--- src/rtl/ml_ahb_slave_arbiter_pkg.sv ---
// Shared definitions for the per-slave multilayer AHB arbiter: HTRANS codes, FSM states.
// ML_ARB_LOCK_EN adds the ARB_LOCK state used for hmastlock-atomic sequences.
package ml_ahb_slave_arbiter_pkg;

  localparam logic [1:0] HTRANS_IDLE   = 2'b00;
  localparam logic [1:0] HTRANS_BUSY   = 2'b01;
  localparam logic [1:0] HTRANS_NONSEQ = 2'b10;
  localparam logic [1:0] HTRANS_SEQ    = 2'b11;

  localparam int MAX_MASTERS = 8;

  typedef enum logic [1:0] {
    ARB_IDLE = 2'b00,
`ifdef ML_ARB_LOCK_EN
    ARB_LOCK = 2'b10,
`endif
    ARB_OWN  = 2'b01
  } arb_state_e;

  // SEQ and BUSY continue a burst, so the port must not change hands after them.
  function automatic logic htrans_in_burst(input logic [1:0] htrans);
    return (htrans == HTRANS_SEQ) || (htrans == HTRANS_BUSY);
  endfunction

endpackage

--- src/rtl/ml_ahb_rr_pick.sv ---
// Round-robin one-hot picker: rotate requests by ptr, take the lowest set bit, rotate back.
module ml_ahb_rr_pick
  import ml_ahb_slave_arbiter_pkg::*;
#(
  parameter int NUM_MASTERS = 2,
  parameter int MASTER_IDW  = 1
) (
  input  logic [NUM_MASTERS-1:0] req,
  input  logic [MASTER_IDW-1:0]  ptr,
  output logic [NUM_MASTERS-1:0] gnt,
  output logic [MASTER_IDW-1:0]  gnt_idx,
  output logic                   gnt_vld
);

  localparam logic [MASTER_IDW:0] NUM_W = (MASTER_IDW+1)'(NUM_MASTERS);

  logic [2*NUM_MASTERS-1:0] dbl_s;
  logic [NUM_MASTERS-1:0]   rot_s;
  logic [MASTER_IDW-1:0]    rot_idx_s;
  logic [MASTER_IDW:0]      sum_s;

  assign dbl_s   = {req, req} >> ptr;
  assign rot_s   = dbl_s[NUM_MASTERS-1:0];
  assign gnt_vld = |req;

  // Lowest set bit of the rotated vector is the first requester at or after ptr.
  always_comb begin
    rot_idx_s = '0;
    for (int i = NUM_MASTERS - 1; i >= 0; i--) begin
      rot_idx_s = rot_s[i] ? MASTER_IDW'(i) : rot_idx_s;
    end
  end

  assign sum_s   = {1'b0, rot_idx_s} + {1'b0, ptr};
  assign gnt_idx = MASTER_IDW'((sum_s >= NUM_W) ? (sum_s - NUM_W) : sum_s);

  // Expand the winning index back to one-hot, gated by any request present.
  always_comb begin
    gnt = '0;
    for (int i = 0; i < NUM_MASTERS; i++) begin
      gnt[i] = gnt_vld && (gnt_idx == MASTER_IDW'(i));
    end
  end

endmodule

--- src/rtl/ml_ahb_slave_arbiter.sv ---
// Per-slave-port arbiter of the multilayer AHB matrix: round-robin, burst-atomic ownership.
// Optional ML_ARB_LOCK_EN holds ownership across hmastlock sequences.
module ml_ahb_slave_arbiter
  import ml_ahb_slave_arbiter_pkg::*;
#(
  parameter int NUM_MASTERS = 2,
  parameter int MASTER_IDW  = 1
) (
  input  logic                     hclk,
  input  logic                     hresetn,
  input  logic [NUM_MASTERS-1:0]   req,
  input  logic [2*NUM_MASTERS-1:0] htrans_flat,
  input  logic [NUM_MASTERS-1:0]   hmastlock,
  input  logic                     hready,
  output logic [NUM_MASTERS-1:0]   grant_addr,
  output logic [NUM_MASTERS-1:0]   grant_data,
  output logic [MASTER_IDW-1:0]    owner_id,
  output logic                     hsel_slave,
  output logic                     busy
);

  arb_state_e             state_q, state_d, state_hold_s;
  logic [NUM_MASTERS-1:0] grant_addr_q, grant_addr_d;
  logic [NUM_MASTERS-1:0] grant_data_q, grant_data_d;
  logic [MASTER_IDW-1:0]  ptr_q, ptr_d;

  logic [NUM_MASTERS-1:0] pick_gnt_s;
  logic [MASTER_IDW-1:0]  pick_idx_s;
  logic [MASTER_IDW-1:0]  ptr_nxt_s;
  logic                   pick_vld_s;
  logic [1:0]             owner_htrans_s;
  logic                   owner_lock_s;
  logic                   at_boundary_s;
  logic                   rearb_s;

  ml_ahb_rr_pick #(
    .NUM_MASTERS (NUM_MASTERS),
    .MASTER_IDW  (MASTER_IDW)
  ) u_rr_pick (
    .req     (req),
    .ptr     (ptr_q),
    .gnt     (pick_gnt_s),
    .gnt_idx (pick_idx_s),
    .gnt_vld (pick_vld_s)
  );

  // Decode the current address-phase owner: index, its htrans and its lock qualifier.
  always_comb begin
    owner_id       = '0;
    owner_htrans_s = HTRANS_IDLE;
    for (int k = 0; k < NUM_MASTERS; k++) begin
      owner_id       = owner_id | (grant_addr_q[k] ? MASTER_IDW'(k) : '0);
      owner_htrans_s = owner_htrans_s | ({2{grant_addr_q[k]}} & htrans_flat[2*k +: 2]);
    end
  end

`ifdef ML_ARB_LOCK_EN
  assign owner_lock_s = |(grant_addr_q & hmastlock);
`else
  logic unused_lock_s;
  assign unused_lock_s = ^hmastlock;
  assign owner_lock_s  = 1'b0;
`endif

  assign at_boundary_s = hready && !htrans_in_burst(owner_htrans_s);
  assign ptr_nxt_s     = (pick_idx_s == MASTER_IDW'(NUM_MASTERS - 1)) ?
                         '0 : (pick_idx_s + MASTER_IDW'(1));

  // Decide per state whether to re-arbitrate this edge or hold the current owner.
  always_comb begin
    state_hold_s = state_q;
    rearb_s      = 1'b0;
    case (state_q)
      ARB_IDLE: begin
        rearb_s = 1'b1;
      end
      ARB_OWN: begin
        if (at_boundary_s && owner_lock_s) begin
`ifdef ML_ARB_LOCK_EN
          state_hold_s = ARB_LOCK;
`else
          state_hold_s = ARB_OWN;
`endif
        end else begin
          rearb_s = at_boundary_s;
        end
      end
`ifdef ML_ARB_LOCK_EN
      ARB_LOCK: begin
        if (hready && !owner_lock_s) begin
          state_hold_s = ARB_OWN;
          rearb_s      = at_boundary_s;
        end else begin
          state_hold_s = ARB_LOCK;
        end
      end
`endif
      default: begin
        state_hold_s = ARB_IDLE;
        rearb_s      = 1'b1;
      end
    endcase
  end

  // Next owner, state and pointer; grant_data follows grant_addr only on completed beats.
  always_comb begin
    if (rearb_s && pick_vld_s) begin
      state_d      = ARB_OWN;
      grant_addr_d = pick_gnt_s;
      ptr_d        = ptr_nxt_s;
    end else if (rearb_s) begin
      state_d      = ARB_IDLE;
      grant_addr_d = '0;
      ptr_d        = ptr_q;
    end else begin
      state_d      = state_hold_s;
      grant_addr_d = grant_addr_q;
      ptr_d        = ptr_q;
    end
    grant_data_d = hready ? grant_addr_q : grant_data_q;
  end

  // State and grant registers.
  always_ff @(posedge hclk or negedge hresetn) begin
    if (!hresetn) begin
      state_q      <= ARB_IDLE;
      grant_addr_q <= '0;
      grant_data_q <= '0;
      ptr_q        <= '0;
    end else begin
      state_q      <= state_d;
      grant_addr_q <= grant_addr_d;
      grant_data_q <= grant_data_d;
      ptr_q        <= ptr_d;
    end
  end

  assign grant_addr = grant_addr_q;
  assign grant_data = grant_data_q;
  assign hsel_slave = |(grant_addr_q & req);
  assign busy       = (state_q != ARB_IDLE);

endmodule

--- config.mk ---
export PLATFORM = sky130hd
export DESIGN_NAME = ml_ahb_slave_arbiter
export DESIGN_NICKNAME = d
export VERILOG_FILES = /design/src/rtl/ml_ahb_slave_arbiter_pkg.sv /design/src/rtl/ml_ahb_rr_pick.sv /design/src/rtl/ml_ahb_slave_arbiter.sv
export SDC_FILE = /design/constraint.sdc
export NUM_CORES = 1
export LEC_CHECK = 0
export ABC_AREA = 1
export BUFFER_PORTS_ARGS = -buffer_cell sky130_fd_sc_hd__clkbuf_2
export CAP_MARGIN = 25
export CORE_AREA = 5 5 42 44
export DETAILED_ROUTE_END_ITERATION = 10
export DIE_AREA = 0 0 47 49
export PLACE_DENSITY = 0.47
export SETUP_SLACK_MARGIN = 0.3
export SYNTH_ARGS = -nofsm -noshare
export SYNTH_HDL_FRONTEND = slang
export SYNTH_SLANG_ARGS = --single-unit
--- constraint.sdc ---
create_clock -name hclk -period 1.15 [get_ports hclk]
set_clock_uncertainty 0.1 [all_clocks]
set_input_delay 0.23 -clock hclk [delete_from_list [all_inputs] [get_ports hclk]]
set_output_delay 0.23 -clock hclk [all_outputs]
set_load 0.005 [all_outputs]
==> results <==
- The clock-pin slew reported for the worst setup and hold paths after clock tree synthesis is around 0.050 ns.
- The startpoint of the most critical hold path is hready.
- Summed over all nets, the switching power comes to about 360 uW.
- Setup repair after global routing could not meet its margin everywhere.
- For the worst setup path, the data arrival time is slightly below 0.9 ns.
- For this run, the total global-route usage over all layers was measured as 0.0680.
- The number of detailed-route iterations in the first pass is 1.
- The worst register-to-register path has a depth of 7.
- The placeable core area is roughly 1400 um2.
- The worst relative slew slack is 0.895.
- The capturing point of the worst reg2reg path is ptr_q$_DFFE_PN0P_.
- The ratio of cells with drive above 1 in the final layout is 0.571.
- After synthesis, the most frequently instantiated cells are sky130_fd_sc_hd__nand2_1 (9), sky130_fd_sc_hd__dfrtp_1 (6), sky130_fd_sc_hd__a21oi_1 (2), sky130_fd_sc_hd__inv_1 (2).
- STA classifies the critical path startpoint as a flip-flop.
- The antenna cell count is 0.
- The iteration-0 DRC count of the detailed router is 0.
- Max-cap violations in this run came to 0.
- The fraction of synthesis flops using an asynchronous set or reset pin is 1.00.
- The sequential cells in the finished layout cover a total of 151 um2.
- The initialized floorplan defines 14 standard-cell rows.
- On the final layout, the worst hold slack is about 0.15 ns.
- The clock passes through at most 2 buffers.
- Setup slack on the worst reg-to-reg path comes out at -0.04 ns.
- For the worst-skew pair, the clock arrives at the later sink with an insertion delay of between 0.2 and 0.25 ns.
- The clock root buffer master is sky130_fd_sc_hd__clkbuf_4.
- In this run the worst setup path begins at grant_addr[1]$_DFFE_PN0P_.
- For this block, the routed nets add up to roughly 640 um of wire.
- For this run, the number of Yosys warnings is 0.
- The type of the worst setup path is reg -> out.
- Power comes to about 1.0 mW.
- The end point of the most critical hold path is grant_data[0]$_DFFE_PN0P_.
- The number of global-route vias before repair is 266.
- After detailed routing, the number of remaining DRC violations is 0.
- The clock network power share is 0.180.
- For this run, the register share of the synthesized area comes to 0.536.
- Across all setup checks in the final design, the least slack found is -0.0614 ns.
- The filler cells instantiated in the layout total around 170.
- Buffers placed on the I/O ports in this run total 13.
- Setup total negative slack on the finished layout was measured at -0.131 ns.
- In the post-synthesis netlist, the biggest area contributors are sky130_fd_sc_hd__dfrtp_1 (54%), sky130_fd_sc_hd__nand2_1 (12%), sky130_fd_sc_hd__mux2_1 (4.0%), sky130_fd_sc_hd__nand2_4 (4.0%), sky130_fd_sc_hd__a21oi_1 (3.6%).
- Counting distinct cell types in the post-synthesis netlist gives 15.
- The number of enable-type register cells in the synthesized netlist is 0.
- The average instance in the mapped netlist occupies ~9.3 um2.
- The checks that failed: setup timing.
- The number of cells traversed by the worst hold path is 2.
- Summed over all cells, the static leakage comes to ~0.23 nW.
- In this run the worst path has a maximum fanout of 5.
- The critical path endpoint category is an output pin.
- Detailed routing inserted a total of around 260 vias.
- In this run the cell area of the synthesized design comes to approximately 280 um2.
- The number of clock buffers added by TritonCTS is 3.
- The data required time at the worst endpoint is approximately 0.82 ns.
- The cell type contributing the most total cell area after synthesis is sky130_fd_sc_hd__dfrtp_1.
- The detailed-route wire length per cell is 9.85 um.
- The maximum number of pins on one net before global-route repair is 7.
- The combined area of the multi-input logic cells is roughly 130 um2.
- The chip height is between 40 and 50 um.
- Synthesis produced a netlist whose cell count is 30.
- The initial antenna violation count is 0.
- The global-route wire length before repair is roughly 1000 um.
- The top cell type's share of synthesized area is 0.536.
- The number of hold violations in the final report is 0.
- The setup violation total in the final timing report is 3.
- In this run the remaining antenna-violating nets after routing total 0.
- During I/O placement, the number of pins put on the boundary was 18.
- Using the TritonRoute via totals, the vias-per-cell ratio works out to between 3 and 4.
- The slew of the pin with the lowest slew margin is approximately 0.16 ns.
- The estimated wirelength of the detail-placed design is 498 um.
- Synthesis inferred 6 register bits.
- The combinational cell fraction of total power is 0.450.
- In this run the horizontal extent of the chip is between 40 and 50 um.
- For this configuration, the core starts out at a cell density of 0.200.
- The register share of total power is 0.371.
- The floorplan die area is approximately 2300 um2.
- The post-synth net total is a little over 40.
- Timing would allow up to 0.826 GHz.
- The most common cell in the netlist is sky130_fd_sc_hd__nand2_1.
- The share of the cycle needed by the critical path after routing is 1.05.
- The origin of the critical flop-to-flop path is grant_addr[1]$_DFFE_PN0P_.
- The maximum level of the CTS H-tree is 1.
- The number of clock sinks seen by CTS is 6.
- Cell internal power was estimated by the tool at 679 uW.
- Dividing total power by cell area gives a power density of 2440 nW/um2.
- The final count of pins violating max slew came to 0.
- The largest voltage drop on the vdd net is about 1100 uV.
- Of the total power, the share spent switching nets is 0.348.
- The final critical delay including setup and external delays is roughly 1.2 ns.
- The final layout contains a little over 60 nets.
- The finished layout holds 65 standard cells, fillers aside.
- The CTS tree is yes.
- Relative to the synthesized area, the layout overhead comes to 52.2%.
- In this run the worst hold path is classified as in -> reg.
- The congestion estimate from routability-driven global placement came to 0.638.
- The total grt overflow is 0.
- The flow ran to the end, but the final reports show violations.
- Including well taps, the total number of placed cells is 58.
- In the synthesized netlist the dominant register cell turns out to be sky130_fd_sc_hd__dfrtp_1.
## placed cells by master, fill, tap and decap left out, types with 2 or more instances in the layout
master,count
sky130_fd_sc_hd__dfrtp_1,5
sky130_fd_sc_hd__clkbuf_4,3
sky130_fd_sc_hd__a21oi_1,2
sky130_fd_sc_hd__clkbuf_2,12
sky130_fd_sc_hd__nand2_1,7
sky130_fd_sc_hd__nand2_2,3
sky130_fd_sc_hd__buf_4,3
## area by class of cell
type                            count  share of cell area
Tap cell                           16              0.0469
Sequential cell                     6               0.355
Multi-Input combinational cell     21               0.299
Timing Repair Buffer               17               0.229
Inverter                            2              0.0176
Clock buffer                        3              0.0528
## routing by layer
metal / wire length, um / up-vias / global-route usage
met5: 0 / - / 0
met4: 0 / 0 / 0.0138
met3: 47 / 0 / 0.0664
met2: 322 / 8 / 0.0995
met1: 269 / 113 / 0.0694
li1: - / 136 / -
## logic make-up (layout without fill, tap and decap cells)
| kind of cell | count (synthesis) | after routing | share of synthesized area |
|---|---|---|---|
| mux | 1 | 1 | 0.0402 |
| buf+inv | 3 | 22 | 0.0536 |
| flops | 6 | 6 | 0.536 |
| compound gates | 5 | 5 | 0.0982 |
| simple gates | 15 | 15 | 0.272 |
## stage by stage
stage	util	area (um2)	setup slack, ns
global placement	0.258	362	0.0593
floorplan	-	284	0.147
detailed placement	0.258	362	0.0532
global route	0.304	427	-0.121
finish	0.304	427	-0.0614
CTS	0.300	420	-0.0927
## power groups by stage
stage | Clock, mW | Combinational, mW | Sequential [mW]
floorplan | 0 | 0.208 | 0.400
detailed placement | 0 | 0.356 | 0.411
global route | 0.226 | 0.513 | 0.404
finish | 0.187 | 0.468 | 0.386
CTS | 0.198 | 0.466 | 0.385
global placement | 0 | 0.354 | 0.410
## worst max path at each step
stage	end
6_report	hsel_slave
5_1_grt	hsel_slave
4_1_cts	hsel_slave
3_5_place_dp	ptr_q$_DFFE_PN0P_
3_3_place_gp	ptr_q$_DFFE_PN0P_
2_1_floorplan	ptr_q$_DFFE_PN0P_
## registers in the layout, summed over array words and instances (netlist names)
| register | count |
|---|---|
| ptr_q | 1 |
| grant_data | 2 |
| grant_addr | 2 |
| state_q | 1 |
## timing repair
action                                  in CTS  in global routing
hold endpoints to repair                     6                  0
endpoints found under the setup margin      12                 12
gates resized for setup                      2                  3
buffers inserted                             3                  0
hold buffers                                 1                  0
cloned                                       0                  0
pin swaps                                    1                  0
## critical path, cell delays in order (launching register included)
cell	delay (ns)
sky130_fd_sc_hd__dfrtp_2	0.43
sky130_fd_sc_hd__nand2_2	0.07
sky130_fd_sc_hd__o21ai_2	0.04
sky130_fd_sc_hd__clkbuf_2	0.10
(Power assumes the default switching activity.)
